$ cat src/rtl/rle_job_sched.sv
// Job scheduler for the rle core: buffers host descriptors, launches one frame at a time and returns ordered completion records.
// Optional watchdog/recovery is enabled by defining RLE_SCHED_TIMEOUT_EN.
module rle_job_sched #(
    parameter int DEPTH          = 4,
    parameter int TIMEOUT_CYCLES = 65536
) (
    input  logic                       clk,
    input  logic                       nreset,
    input  logic                       job_valid,
    output logic                       job_ready,
    input  logic [31:0]                job_msg_addr,
    input  logic [31:0]                job_msg_size,
    input  logic [31:0]                job_rle_addr,
    input  logic [3:0]                 job_tag,
    output logic                       rle_start,
    output logic [31:0]                rle_message_addr,
    output logic [31:0]                rle_message_size,
    output logic [31:0]                rle_rle_addr,
    input  logic                       rle_done,
    input  logic [31:0]                rle_size,
    output logic                       rle_core_nreset,
    output logic                       cmp_valid,
    input  logic                       cmp_ready,
    output logic [3:0]                 cmp_tag,
    output logic [31:0]                cmp_size,
    output logic [1:0]                 cmp_status,
    output logic                       busy,
    output logic [$clog2(DEPTH):0]     queue_count
);

    localparam int PW = $clog2(DEPTH);
    localparam int CW = PW + 1;

    if (DEPTH < 2 || DEPTH > 16 || (DEPTH & (DEPTH - 1)) != 0 || TIMEOUT_CYCLES < 1) begin : g_bad_param
        $error("rle_job_sched: DEPTH must be a power of two in 2..16 and TIMEOUT_CYCLES >= 1");
    end

    typedef enum logic [2:0] {
        IDLE,
        LAUNCH,
        WAIT,
        REPORT,
        RECOVER
    } state_t;

    typedef struct packed {
        logic [31:0] msg_addr;
        logic [31:0] msg_size;
        logic [31:0] rle_addr;
        logic [3:0]  tag;
    } job_t;

    job_t          mem [DEPTH];
    logic [PW-1:0] wr_ptr;
    logic [PW-1:0] rd_ptr;
    logic [CW-1:0] count;
    logic          push;
    logic          pop;
    job_t          head;
    state_t        state;
    state_t        next_state;
    logic          wd_expire;

    assign job_ready   = (count != CW'(DEPTH));
    assign push        = job_valid && job_ready;
    assign pop         = (state == IDLE) && (count != '0);
    assign head        = mem[rd_ptr];
    assign queue_count = count;
    assign busy        = (state != IDLE) || (count != '0);

    // NOTE: descriptor storage has no reset; an entry is only read after the count shows it was written.
    always_ff @(posedge clk) begin
        if (push) begin
            mem[wr_ptr] <= '{msg_addr: job_msg_addr, msg_size: job_msg_size,
                             rle_addr: job_rle_addr, tag: job_tag};
        end
    end

    always_ff @(posedge clk or negedge nreset) begin
        if (!nreset) begin
            wr_ptr <= '0;
            rd_ptr <= '0;
            count  <= '0;
        end else begin
            if (push) wr_ptr <= wr_ptr + PW'(1);
            if (pop)  rd_ptr <= rd_ptr + PW'(1);
            case ({push, pop})
                2'b10:   count <= count + CW'(1);
                2'b01:   count <= count - CW'(1);
                default: count <= count;
            endcase
        end
    end

`ifdef RLE_SCHED_TIMEOUT_EN
    logic [31:0] wd_cnt;
    logic        rec_cnt;

    assign wd_expire       = (wd_cnt == 32'(TIMEOUT_CYCLES - 1));
    assign rle_core_nreset = (state != RECOVER);

    always_ff @(posedge clk or negedge nreset) begin
        if (!nreset) begin
            wd_cnt  <= '0;
            rec_cnt <= 1'b0;
        end else begin
            if (state == LAUNCH)    wd_cnt <= '0;
            else if (state == WAIT) wd_cnt <= wd_cnt + 32'd1;
            rec_cnt <= (state == RECOVER) ? ~rec_cnt : 1'b0;
        end
    end
`else
    assign wd_expire       = 1'b0;
    assign rle_core_nreset = 1'b1;
`endif

    always_ff @(posedge clk or negedge nreset) begin
        if (!nreset) state <= IDLE;
        else         state <= next_state;
    end

    // NOTE: every output of this block gets a default first, so no path can infer a latch.
    always_comb begin
        next_state = state;
        rle_start  = 1'b0;
        cmp_valid  = 1'b0;
        case (state)
            IDLE: begin
                if (pop) next_state = LAUNCH;
            end
            // A zero-size job occupies the launch slot without pulsing start,
            // so its record appears two cycles after the pop.
            LAUNCH: begin
                if (rle_message_size == '0) begin
                    next_state = REPORT;
                end else begin
                    rle_start  = 1'b1;
                    next_state = WAIT;
                end
            end
            WAIT: begin
                if (rle_done)       next_state = REPORT;
                else if (wd_expire) next_state = RECOVER;
            end
            REPORT: begin
                cmp_valid = 1'b1;
                if (cmp_ready) next_state = IDLE;
            end
            RECOVER: begin
`ifdef RLE_SCHED_TIMEOUT_EN
                if (rec_cnt) next_state = REPORT;
`else
                next_state = IDLE;
`endif
            end
            default: next_state = IDLE;
        endcase
    end

    always_ff @(posedge clk or negedge nreset) begin
        if (!nreset) begin
            rle_message_addr <= '0;
            rle_message_size <= '0;
            rle_rle_addr     <= '0;
            cmp_tag          <= '0;
            cmp_size         <= '0;
            cmp_status       <= '0;
        end else begin
            if (pop) begin
                rle_message_addr <= head.msg_addr;
                rle_message_size <= head.msg_size;
                rle_rle_addr     <= head.rle_addr;
                cmp_tag          <= head.tag;
            end
            if (state == LAUNCH && rle_message_size == '0) begin
                cmp_size   <= '0;
                cmp_status <= 2'b01;
            end else if (state == WAIT && rle_done) begin
                cmp_size   <= rle_size;
                cmp_status <= 2'b00;
            end else if (state == WAIT && wd_expire) begin
                cmp_size   <= '0;
                cmp_status <= 2'b10;
            end
        end
    end

endmodule

$ cat config.mk
export PLATFORM = sky130hd
export DESIGN_NAME = rle_job_sched
export DESIGN_NICKNAME = d
export VERILOG_FILES = /design/src/rtl/rle_job_sched.sv
export SDC_FILE = /design/constraint.sdc
export NUM_CORES = 1
export LEC_CHECK = 0
export CORE_MARGIN = 2
export CORE_UTILIZATION = 40
export CTS_BUF_LIST = sky130_fd_sc_hd__clkbuf_2 sky130_fd_sc_hd__clkbuf_4 sky130_fd_sc_hd__clkbuf_8
export DETAILED_ROUTE_END_ITERATION = 16
export GPL_TIMING_DRIVEN = 0
export PLACE_DENSITY = 0.7
export SYNTH_ARGS = -nofsm -noshare
export SYNTH_HDL_FRONTEND = slang
export SYNTH_SLANG_ARGS = --single-unit
$ cat constraint.sdc
create_clock -name clk -period 3.27 [get_ports clk]
set_input_delay 0.654 -clock clk [delete_from_list [all_inputs] [get_ports clk]]
set_output_delay 0.654 -clock clk [all_outputs]
set_load 0.1 [all_outputs]
==> flow_summary.yaml <==
synth:
  ys_seq_elements: 542
  yosysTopAreaCell: "edfxtp_1"
  synth_adder_area_share_pct: 0.722
  synth_compound_area_share_pct: 1.00
  ys_seq_area_share_pct: 77.4
  synth_cells: 951
  yosysWarnings: 0
  synthesis.area_sq_um: 20100
  avgSynthCellArea_sq_um: 21.2
  synthMuxAreaShare_pct: 16.9
  synth.distinct_cells: 32
  synth_top_family_by_area: "multiplexers"
  synth-xor-area-share_pct: 0.261
  synth_area_leaders: "edfxtp_1 (60%), dfrtp_1 (18%), mux4_2 (11%)"
  synth.top_cell.area_share_pct: 59.7
  synth_nets: 1099
  synth_simple_gate_area_share_pct: 2.00
die:
  core_sq_um: 49900
  io_pins: 279
  die_h_um: 228
  row_count: 82
  die-area_sq_um: 52100
  die_x_um: 228
  start_util_pct: 40.3
route:
  viasPerCell: 4.94
  vias: 10200
  drc: 0
  ant_nets: 0
  totalWireLength_um: 43800
  drtPass1Iterations: 5
  drt_iter0_drc: 455
  wl_per_cell_um: 21.1
critical_path:
  crit_buf_inv: 1
  critPathLaunchType: "register"
  critPathMaxStageDelay_ns: 0.47
  crit_arrival_ns: 2.48
  critPathSlowestCell: "clkdlybuf4s15_2"
  critPathRequiredTime_ns: 2.62
  path_max_fanout: 3
  cp-end-kind: "output pin"
  worstPathCellList: "nor4_1, nand4_1, nor2_1, nor2_1, clkdlybuf4s15_2"
  path_common_cell: "nor2_1"
  cp_top_family: "simple AND/OR/NAND/NOR gates"
  worstSetupPathType: "register to output pin"
sta:
  hold_viol: 0
  fin_crit_sh_pct: 96.0
  final_max_slew_viol_count: 0
  setup_ws_ns: 0.132
  fmax_mhz: 319
  rsz0062_at_grt: "false"
  clock-skew-final_ns: 0.0246
  worst_pin_slew_ns: 1.11
  max-slew-margin-rel_pct: 25.8
  fin_setup_tns_ns: 0
  layout_min_cycle_time_ns: 3.14
  setup_viol: 0
grt:
  grt_pass1_wl_um: 66900
  grt_pass1_vias: 11300
  grt_start_max_net_pins: 83
  grt_antenna_before_repair: 6
  gr-total-overflow: 0
  grt.total_usage_pct: 17.1
placement:
  dp_slack_ns: -0.0458
  gp_congestion: 0.864
  hpwl_um: 27500
  portBuffers: 276
layout:
  seqCellArea_sq_um: 15600
  fin_nets: 1475
  multi_input_area_sq_um: 4270
  fill_cells: 4018
  syn_to_final_growth_pct: 28.8
  drive_above_1_share_pct: 28.8
cts:
  htreeDepth: 3
  holdBufCountCts: 0
  cts.clk_slew.worst_paths_ns: 0.06
  cts-root-buf: "clkbuf_8"
  cts_tree: "built"
  clkLatencyLatePin_ns: 0.66
  numCtsBuffers: 89
  postCtsSetupBuffers: 0
  cts_resized: 6
  cts_sinks: 542
  clk_path_buf_depth: 3
worst_hold_path:
  worstHoldPathType: "input pin to asynchronous set/reset pin"
run:
  drv_cap: 0
status:
  run_status: "completed"
[path summary, 6_finish.rpt]
check                                                start                          endpoint  slack (ns)  cells past startpoint
setup / recovery           rle_message_size[5]$_DFFE_PN0P_                         rle_start        0.13                      5
hold / removal                                      nreset  rle_message_size[12]$_DFFE_PN0P_        0.06                      1
setup reg to reg                      state[0]$_DFFE_PN0P_        queue_count[2]$_DFFE_PN0P_        0.81                     11
hold reg to reg                  cmp_status[0]$_DFFE_PN0P_         cmp_status[0]$_DFFE_PN0P_        0.50                      1
max in group asynchronous                           nreset      rle_rle_addr[20]$_DFFE_PN0P_        2.42                      2
min in group clk                 cmp_status[0]$_DFFE_PN0P_         cmp_status[0]$_DFFE_PN0P_        0.50                      1
[state kept, by name, indices dropped and copies added (netlist names)]
| name | cells |
|---|---|
| rle_rle_addr | 32 |
| queue_count | 3 |
| rle_message_size | 32 |
| rd_ptr | 2 |
| cmp_tag | 4 |
| state | 2 |
| wr_ptr | 2 |
| rle_message_addr | 32 |
| cmp_size | 32 |
| mem | 400 |
| cmp_status | 1 |
[worst reg2reg max path: stages, from the launching register on]
cell      delay (ns)
dfrtp_1         0.42
inv_1           0.12
ha_1            0.22
nand2b_1        0.12
inv_2           0.14
buf_2           0.30
ha_1            0.24
inv_1           0.06
fa_1            0.37
xor2_1          0.15
nor2_1          0.11
xor2_1          0.14
[metrics by stage]
stage	std cells	hold slack, ns	instance area, sq um	util, %
after floorplan	951	0.358	20100	-
after global placement	1899	0.467	23700	47.6
after detailed placement	1908	0.489	24000	48.1
after CTS	2074	0.0393	25900	51.9
after global routing	2075	0.0646	25900	52.0
final	2076	0.0572	25900	52.0
[Yosys cell counts]
| master | count |
|---|---|
| buf_6 | 10 |
| inv_2 | 1 |
| nand2_1 | 69 |
| nor3_2 | 2 |
| a21o_1 | 1 |
| o21ai_0 | 3 |
| mux2_1 | 7 |
| mux2i_1 | 1 |
| edfxtp_1 | 400 |
| xor2_1 | 2 |
| a21oi_1 | 32 |
| a31o_2 | 1 |
| fa_1 | 1 |
| mux4_2 | 100 |
| buf_2 | 9 |
| conb_1 | 2 |
| nand4_1 | 2 |
| a222oi_1 | 1 |
| and3_1 | 4 |
| nor2_1 | 3 |
| xnor2_1 | 4 |
| buf_1 | 6 |
| nor4_1 | 8 |
| nand3_1 | 1 |
| inv_1 | 12 |
| nand2b_1 | 1 |
| and2_1 | 2 |
| clkbuf_1 | 10 |
| mux2_2 | 94 |
| ha_1 | 10 |
| buf_4 | 10 |
| dfrtp_1 | 142 |
[cell usage in the layout (no fill, tap or decap), types with 4 or more instances in the layout]
cell type and instances:
edfxtp_1 400, clkdlybuf4s50_1 273, dfrtp_1 142, clkbuf_8 106, mux4_2 100, mux2_2 94
nand2_1 69, clkbuf_4 35, a21oi_1 32, inv_1 12, buf_6 10, clkbuf_1 10
buf_4 10, ha_1 10, clkinv_2 10, buf_2 9, clkinv_1 9, mux2_1 7
buf_1 6, buf_16 6, and3_4 4, nor4_1 4, xnor2_1 4, clkinvlp_4 4
[per-layer routing]
layer / vias to the layer above / wire length (um) / GRT usage [%]
met4: 8 / 1060 / 6.39
met3: 86 / 3370 / 5.75
met1: 5307 / 17500 / 20.6
li1: 4528 / - / -
met5: - / 50 / 0
met2: 317 / 21800 / 28.7
[cells by family after synthesis]
logic type | count (synthesis)
buffers and inverters | 58
flip-flops | 542
adder cells (fa/ha/maj) | 11
multiplexers | 202
AO/OA/AOI/OAI | 38
XOR/XNOR | 6
AND/OR/NAND/NOR | 92
other | 2
[layout make-up]
cell class / instances / area share (%)
Antenna cell: 2 / 0.0193
Buffer: 45 / 1.13
Clock buffer: 141 / 6.65
Clock inverter: 25 / 0.671
Inverter: 13 / 0.188
Multi-Input combinational cell: 351 / 16.5
Sequential cell: 542 / 60.1
Tap cell: 672 / 3.25
Timing Repair Buffer: 285 / 11.6
Power is not shown: default switching activity piles up to over one toggle a cycle in this logic, so the estimate is an artifact.
